[src/rtl/mux_8x1_rr_if.sv]
// Bus bundle for the round-robin 8-to-1 stream multiplexer.
//
// Handshake rule, the same on every channel: a word moves on a rising
// clock edge where valid && ready are both 1. A source holds valid and
// its data stable until that edge. ready may depend on valid, but valid
// never depends on ready.
//
// Signals:
//   in_data   8*DATA_W  channel i occupies bits [i*DATA_W +: DATA_W]
//   in_valid  8         channel i presents a word
//   in_ready  8         one-hot or zero; the word of that channel is taken
//   out_data  DATA_W    registered output word
//   out_sel   3         source channel index of out_data
//   out_valid 1         out_data/out_sel hold a word
//   out_ready 1         downstream accepts the word this cycle
//
// Modports: slave is the multiplexer's view. master is the view of the
// environment that drives the sources and the sink.
interface mux_8x1_rr_if #(
  parameter int DATA_W = 8
);
  logic [8*DATA_W-1:0] in_data;
  logic [7:0]          in_valid;
  logic [7:0]          in_ready;
  logic [DATA_W-1:0]   out_data;
  logic [2:0]          out_sel;
  logic                out_valid;
  logic                out_ready;

  modport slave (
    input  in_data, in_valid, out_ready,
    output in_ready, out_data, out_sel, out_valid
  );

  modport master (
    output in_data, in_valid, out_ready,
    input  in_ready, out_data, out_sel, out_valid
  );
endinterface

[src/rtl/mux_8x1_rr.sv]
// Round-robin 8-to-1 stream multiplexer with a registered output slot.
// Each word leaves tagged with its 3-bit source channel index.
//
// Ports:
//   clk       rising-edge clock
//   rst       synchronous active-high reset
//   bus       mux_8x1_rr_if.slave (input channels and the output stream)
//   dbg_full  1 when the output slot holds a word (FULL state)
//   dbg_ptr   current round-robin search start channel
module mux_8x1_rr #(
  parameter int DATA_W = 8
) (
  input  logic           clk,
  input  logic           rst,
  mux_8x1_rr_if.slave    bus,
  output logic           dbg_full,
  output logic [2:0]     dbg_ptr
);

  typedef enum logic {EMPTY = 1'b0, FULL = 1'b1} state_t;

  state_t            state;
  logic [2:0]        ptr;
  logic [DATA_W-1:0] data_q;
  logic [2:0]        sel_q;

  logic              load;
  logic              found;
  logic [2:0]        g;
  logic [2:0]        idx;
  logic [DATA_W-1:0] word;

  // The slot can take a new word when empty or when it drains this cycle.
  assign load = (state == EMPTY) || bus.out_ready;

  // Rotating priority search: first valid channel at or above ptr, wrapping 7->0.
  always_comb begin
    found = 1'b0;
    g     = ptr;
    idx   = ptr;
    for (int k = 0; k < 8; k++) begin
      idx = ptr + k[2:0];
      if (!found && bus.in_valid[idx]) begin
        found = 1'b1;
        g     = idx;
      end
    end
  end

  always_comb begin
    bus.in_ready = '0;
    if (!rst && load && found) bus.in_ready[g] = 1'b1;
  end

  assign word = bus.in_data[int'(g)*DATA_W +: DATA_W];

  always_ff @(posedge clk) begin
    if (rst) begin
      state  <= EMPTY;
      ptr    <= 3'd0;
      data_q <= '0;
      sel_q  <= 3'd0;
    end else if (load && found) begin
      // Covers both the fill from EMPTY and the bubble-free reload while draining.
      state  <= FULL;
      data_q <= word;
      sel_q  <= g;
      ptr    <= g + 3'd1;
    end else if (state == FULL && bus.out_ready) begin
      // Drain with nothing to replace it; keep data and sel as they were.
      state <= EMPTY;
    end
  end

  assign bus.out_data  = data_q;
  assign bus.out_sel   = sel_q;
  assign bus.out_valid = (state == FULL);
  assign dbg_full      = (state == FULL);
  assign dbg_ptr       = ptr;

endmodule

[src/flat_wrapper.sv]
// flat-port wrapper written by rule: the top's interface ports become plain ports
module mux_8x1_rr_flat 
#(
  parameter int DATA_W = 8
)
  (clk, rst, dbg_full, dbg_ptr, bus_in_data, bus_in_valid, bus_out_ready, bus_in_ready, bus_out_data, bus_out_sel, bus_out_valid);
  mux_8x1_rr_if #(.DATA_W(DATA_W)) bus_i ();
  input  logic clk;
  input  logic rst;
  output logic dbg_full;
  output logic [2:0] dbg_ptr;
  input wire logic [$bits(bus_i.in_data)-1:0] bus_in_data;
  input wire logic [$bits(bus_i.in_valid)-1:0] bus_in_valid;
  input wire logic [$bits(bus_i.out_ready)-1:0] bus_out_ready;
  output wire logic [$bits(bus_i.in_ready)-1:0] bus_in_ready;
  output wire logic [$bits(bus_i.out_data)-1:0] bus_out_data;
  output wire logic [$bits(bus_i.out_sel)-1:0] bus_out_sel;
  output wire logic [$bits(bus_i.out_valid)-1:0] bus_out_valid;
  assign bus_i.in_data = bus_in_data;
  assign bus_i.in_valid = bus_in_valid;
  assign bus_i.out_ready = bus_out_ready;
  assign bus_in_ready = bus_i.in_ready;
  assign bus_out_data = bus_i.out_data;
  assign bus_out_sel = bus_i.out_sel;
  assign bus_out_valid = bus_i.out_valid;
  mux_8x1_rr #(.DATA_W(DATA_W)) u_core (.clk(clk), .rst(rst), .bus(bus_i), .dbg_full(dbg_full), .dbg_ptr(dbg_ptr));
endmodule
[config.mk]
export PLATFORM = sky130hd
export DESIGN_NAME = mux_8x1_rr_flat
export DESIGN_NICKNAME = d
export VERILOG_FILES = /design/src/rtl/mux_8x1_rr_if.sv /design/src/rtl/mux_8x1_rr.sv /design/src/flat_wrapper.sv
export SDC_FILE = /design/constraint.sdc
export NUM_CORES = 1
export LEC_CHECK = 0
export CAP_MARGIN = 20
export CORE_AREA = 4 4 71 73
export DETAILED_ROUTE_END_ITERATION = 10
export DIE_AREA = 0 0 75 77
export DONT_BUFFER_PORTS = 1
export PLACE_DENSITY_LB_ADDON = 0.3
export SYNTH_ARGS = -nofsm -noshare
export SYNTH_HDL_FRONTEND = slang
export SYNTH_SLANG_ARGS = --single-unit
[constraint.sdc]
create_clock -name clk -period 6.1 [get_ports clk]
set_clock_uncertainty 0.1 [all_clocks]
set_input_delay 1.83 -clock clk [delete_from_list [all_inputs] [get_ports clk]]
set_output_delay 1.83 -clock clk [all_outputs]
set_load 0.03 [all_outputs]
==> results.md, run 1 <==
- Outcome: finished with violations
- Failing checks: setup timing
- Ys Warns: 0
- Final core utilization: 0.6851
- Unique masters post-synth: 54
- Synthesized net count: 399
- Clock-pin slew on the worst setup and hold paths: 0.05 ns
- Post-layout nets: 417
- Vias: 2735
- Cell Rows: 24
- Number of CTS-inserted buffers: 3
- Root buffer cell: clkbuf_8
- Nature of the critical path endpoint: output pin
- Seq pwr share: 0.088
- CTS max path bufs: 2
- Clock latency on the worst-skew pair: 0.25 ns
- Top FF cell, synth: dfxtp_1
- Max-cap violations: 0
- Min setup slack post-route: -0.02668 ns
- IO buf count: 0
- Post-route clock period utilization: 1.004
- Syn_area_per_cell: 7.834 um^2
- Hold_buf cts: 0
- CTS H-tree lvls: 1
- Dpl cell area: 2855 um^2
- Worst Tran Pin Value: 1.053 ns
- Initial drt markers: 229
- Net Sw Power: 1.290 mW
- ANT nets after route: 0
- Hold WC Path Type: reg -> reg
- Crit-path max FO: 6
- Number of register bits inferred by synthesis: 15
- Final hold viol count: 0
- Final setup viols: 5
- Diode count: 0
- Post-synth EDFFs: 0
- Max Freq: 163.2 MHz
- Max rail drop VDD: 437.3 uV
- Final WL: 7.805 mm
- Post-Syn Area: 2522 um^2
- Clk network pwr share: 0.032
- CP startpoint kind: primary input
- Layout fillers: 343
- Comb pwr share: 0.880
- Area contributors post-synth: dfxtp_1, mux4_2, mux2i_1
- Top-area cell type share of the netlist area: 0.1190
- Post-layout min period: 6.127 ns
- Routed vias/inst: 6.995
- Synth-to-layout area growth: 18.25%
- Post-synthesis sequential area ratio: 0.1190
- Pwr per Cell Area: 828.7 nW/um^2
- Tot Pwr: 2.472 mW
- First-pass GRT wire length: 12.43 mm
- Slew Limit Fails: 0
- Synth cell count leaders: nand2_1, clkbuf_1, mux2i_1, nor3_1, nor2_1
- Routed length per instance: 19.96 um
- Die area: 5775 um^2
- Initial Utilization: 0.5793
- Synth async-reset ratio: 0
- Top-Level Pins: 99
- Die Wd: 75 um
- Largest net degree at the start of global routing: 53
- WP data required: 4.17 ns
- LEAKAGE: 1.205 nW
- DRC: 0
- Worst EP arrival: 4.20 ns
- Vias in the first global route: 2610
- Most common cell in the synthesized netlist: nand2_1
- Pint: 1.182 mW
- Core ar.: 4354 um^2
- GRT overflow: 0
- Synth area leader: dfxtp_1
- DP HPWL: 5.828 mm
- Worst slew margin: 0.2951
- CTS sink cnt: 15
- Final hold slack: 0.5113 ns
- Critical path type: in -> out
- GPL Wtd Cong: 0.9477
- Net Sw Frac: 0.5218
- Proportion of layout cells with a drive suffix above 1: 0.2773
- Tot GR Track Use: 0.2678
- Cells after synthesis: 322
- Chip height: 77 um
- DR pass1 iterations: 4
- Initial antenna violation count: 0
- RSZ-0062 raised after global routing: true
- CTS tree: built
- Design Area, Final: 2983 um^2
-- final timing paths --
kind / cells past startpoint / to / slack (ns) / from
setup / recovery: 8 / bus_in_ready[3] / -0.03 / bus_in_valid[5]
hold / removal: 2 / u_core.bus.out_sel[0] / 0.51 / u_core.bus.out_sel[0]
setup reg to reg: 14 / u_core.bus.out_data[1] / 1.51 / u_core.dbg_ptr[1]
hold reg to reg: 2 / u_core.bus.out_sel[0] / 0.51 / u_core.bus.out_sel[0]
-- per-stage QoR --
stage	worst slack, ns	instances	TNS (ns)
after global routing	-0.1036	391	-0.6724
after global placement	-0.01318	380	-0.01318
after detailed placement	-0.05314	380	-0.1210
after CTS	-0.03405	388	-0.04100
after floorplan	-0.02964	322	-0.05168
final	-0.02668	391	-0.07060
-- cell families after synthesis --
family | after synthesis | synth area share
flip-flops | 15 | 0.1190
AO/OA/AOI/OAI | 92 | 0.2852
adder cells (fa/ha/maj) | 2 | 0.009919
multiplexers | 43 | 0.2346
buffers and inverters | 40 | 0.07639
XOR/XNOR | 5 | 0.01736
AND/OR/NAND/NOR | 125 | 0.2574
-- routing by layer --
metal | part of all wire | wire (um) | GRT usage
met4 | 0.017 | 133 | 0.08185
met5 | 0 | 0 | 0
met2 | 0.52 | 4093 | 0.4564
met1 | 0.38 | 2983 | 0.3323
met3 | 0.076 | 594 | 0.05098
-- power by group through the flow --
stage          Sequential (mW)  Combinational, mW  Clock [mW]
3_5_place_dp             0.220               2.04           0
2_1_floorplan            0.222               1.59           0
6_report                 0.218               2.17      0.0798
4_1_cts                  0.218               2.09      0.0826
5_1_grt                  0.221               2.34      0.0872
3_3_place_gp             0.218               1.99           0
-- state kept, by name, summed over array words and instances (netlist names) --
name and flops:
u_core.bus.out_valid 1, u_core.bus.out_sel 3, u_core.bus.out_data 8, u_core.dbg_ptr 3
-- critical path, cell delays in order --
cell and delay (ns):
mux4_2 0.49, mux2_4 0.31, a2111oi_4 0.24, a21oi_1 0.12
or3_1 0.38, o31a_1 0.19, or3_4 0.43, nor2_4 0.21
-- what timing repair did --
action | in CTS | in global routing
buffers inserted | 4 | 3
endpoints found under the setup margin | 3 | 8
gates resized for setup | 3 | 6
pin swaps | 5 | 8
-- cells in the final DEF, fill, tap and decap left out, types with 8 or more instances in the layout --
cell type,Yosys,layout
mux4_2,12,12
buf_4,2,39
nor2_1,20,16
nor3_1,22,20
mux2i_1,22,21
a22oi_1,17,17
a311oi_1,15,15
dfxtp_1,15,14
and4_1,15,15
nand2_1,43,43
o22ai_1,9,8
-- final cells by class --
type | instances | area (um^2) | area share
Sequential cell | 15 | 301.5 | 0.1011
Timing Repair Buffer | 45 | 386.6 | 0.1296
Tap cell | 52 | 65.06 | 0.02181
Clock buffer | 4 | 45.04 | 0.01510
Multi-Input combinational cell | 267 | 2155 | 0.7223
Inverter | 8 | 30.03 | 0.01007
Note: power is estimated with default switching activity, not from simulation.
==> run 2, diff against run 1 <==
- SETUP_SLACK_MARGIN: unset -> 0.2
==> run 2 against run 1 <==
  * Clock power up 3.6%
  * Clock-buffer cell count unchanged
  * Sequential share of layout area down 0.059 points
  * Cell count unchanged
  * Final area up 0.59%
  * Worst setup slack worse by 0.041 ns
  * The flow still finishes with violations (setup timing)
  * First-iteration DRC count up 58%
  * Utilization up 0.40 points
  * Die area unchanged
  * Register-to-register slack worse by 0.06 ns
==> results.md, run 2 (same netlist as run 1, synthesis figures left out) <==
- Outcome: finished with violations
- Failing checks: setup timing
- Initial Utilization: 0.5793 (unchanged)
- Crit-path slowest cell: mux4_2
- Min setup slack post-route: -0.06724 ns (-0.04056 ns)
- Diode count: 0 (unchanged)
- Tot GR Track Use: 0.2722 (+0.004427)
- Nature of the critical path endpoint: output pin
- Post-layout min period: 6.167 ns (+0.04056 ns)
- Dpl ws: -0.08273 ns (-0.02959 ns)
- Crit-path cells: mux2_4 > mux4_2 > o22a_1 > or4_4 > o21ai_2 > o31a_1 > nor3b_4 > buf_12
- Layout fillers: 338 (-1.5%)
- Crit-path max FO: 6 (unchanged)
- DR pass1 iterations: 5 (+1)
- Max rail drop VDD: 446.7 uV (+2.2%)
- Core ar.: 4354 um^2 (unchanged)
- CP Launch Point: bus_in_valid[5]
- Largest net degree at the start of global routing: 53 (unchanged)
- Max Freq: 162.1 MHz (-0.66%)
- Hold wc startpoint: u_core.bus.out_sel[0]
- Most frequent cells in the layout: nand2_1, buf_4, mux2i_1
- First-pass GRT wire length: 12.52 mm (+0.78%)
- ANT nets after route: 0 (unchanged)
- Die Wd: 75 um (unchanged)
- CP startpoint kind: primary input
- Dpl cell area: 2845 um^2 (-0.35%)
- Initial antenna violation count: 0 (unchanged)
- Final hold viol count: 0 (unchanged)
- Initial drt markers: 361 (+58%)
- Worst r2r src: u_core.dbg_ptr[1]
- Clock latency on the worst-skew pair: 0.25 ns (about the same)
- Reg2reg setup slack: 1.45 ns (-0.06 ns)
- Placed insts: 378 (-0.53%)
- Routed length per instance: 20.12 um (+0.81%)
- Final WL: 7.868 mm (+0.81%)
- Vias in the first global route: 2540 (-2.7%)
- Worst path max stage delay: 0.53 ns (+0.04 ns)
- Post-layout nets: 417 (unchanged)
- DP HPWL: 5.671 mm (-2.7%)
- Proportion of layout cells with a drive suffix above 1: 0.2920 (+0.01475)
- Worst Tran Pin Value: 0.9881 ns (-0.06535 ns)
- Worst EP arrival: 4.24 ns (+0.04 ns)
- WP data required: 4.17 ns (about the same)
- GRT overflow: 0 (unchanged)
- LEAKAGE: 1.202 nW (-0.23%)
- Design Area, Final: 3000 um^2 (+0.59%)
- Clock-pin slew on the worst setup and hold paths: 0.06 ns (about the same)
- Die area: 5775 um^2 (unchanged)
- Commonest non-fill, non-tap cell in the layout: nand2_1
- Register area: 301.5 um^2 (unchanged)
- RSZ-0062 raised after global routing: true
- Pwr per Cell Area: 832.8 nW/um^2 (+0.50%)
- CTS H-tree lvls: 1 (unchanged)
- CTS sink cnt: 15 (unchanged)
- CTS max path bufs: 2 (unchanged)
- CTS tree: built
- Max-cap violations: 0 (unchanged)
- Final cell count without fillers: 391 (unchanged)
- Vias: 2769 (+1.2%)
- IO buf count: 0 (unchanged)
- Max reg flops: 8 (unchanged)
- Area of the multi-input gates: 2176 um^2 (+0.99%)
- GPL Wtd Cong: 0.8982 (-5.2%)
- Routed vias/inst: 7.082 (+1.2%)
- Critical path type: in -> out
- Root buffer cell: clkbuf_8
- Post-route clock period utilization: 1.011 (+0.006649)
- Worst slew margin: 0.3388 (+0.04373)
- Cell Rows: 24 (unchanged)
- Hold_buf cts: 0 (unchanged)
- Top-Level Pins: 99 (unchanged)
- Setup Total Neg Slack: -0.2227 ns (-0.1521 ns)
- Slew Limit Fails: 0 (unchanged)
- Synth-to-layout area growth: 18.95%
- Tot Pwr: 2.499 mW (+1.1%)
- Hold WC Path Type: reg -> reg
- Final setup viols: 6 (+1)
- Number of CTS-inserted buffers: 3 (unchanged)
- Chip height: 77 um (unchanged)
- DRC: 0 (unchanged)
## run 2: path summary, 6_finish.rpt
check,to,depth (start not counted)
setup / recovery,bus_in_ready[4],8
hold / removal,u_core.bus.out_sel[0],2
setup reg to reg,u_core.bus.out_data[5],14
hold reg to reg,u_core.bus.out_sel[0],2
## run 2: area by class of cell
cell class | instances | area share
inverter | 8 | 0.01001
sequential | 15 | 0.1005
multi-input combinational | 267 | 0.7252
tap | 52 | 0.02168
clock buffer | 4 | 0.01501
timing repair buffer | 45 | 0.1276
## run 2: stage by stage
stage                     utilization  hold WS [ns]
final                          0.6891        0.5022
after global routing           0.6891        0.5233
after CTS                      0.6856        0.5062
after detailed placement       0.6534        0.4973
after global placement         0.6534        0.4896
after floorplan                     -        0.4803
## run 2: repair_timing
action                                  in CTS  in global routing
gates resized for setup                      9                  4
pin swaps                                   10                  8
endpoints found under the setup margin       8                  8
setup buffers                                9                  0
cloned                                       0                  0
## run 2: per-layer routing
layer / vias up / GRT usage / routed length, um
met5: - / 0 / 0
li1: 1297 / - / -
met2: 136 / 0.4251 / 3868
met1: 1312 / 0.3576 / 2980
met3: 24 / 0.07582 / 790
met4: 0 / 0.08541 / 230
## run 2: where the power goes
part           leakage (nW)  internal [mW]  switching [mW]  total [mW]
logic                  1.06           1.00            1.20        2.20
clock network        0.0228         0.0464          0.0363      0.0827
registers             0.125          0.137          0.0802       0.217
total                  1.20           1.18            1.31        2.50
## run 2: critical path: cells and delay by family
family                 cells  cell delay, ns
AO/OA/AOI/OAI              3            0.70
AND/OR/NAND/NOR            2            0.75
multiplexers               2            0.79
buffers and inverters      1            0.15
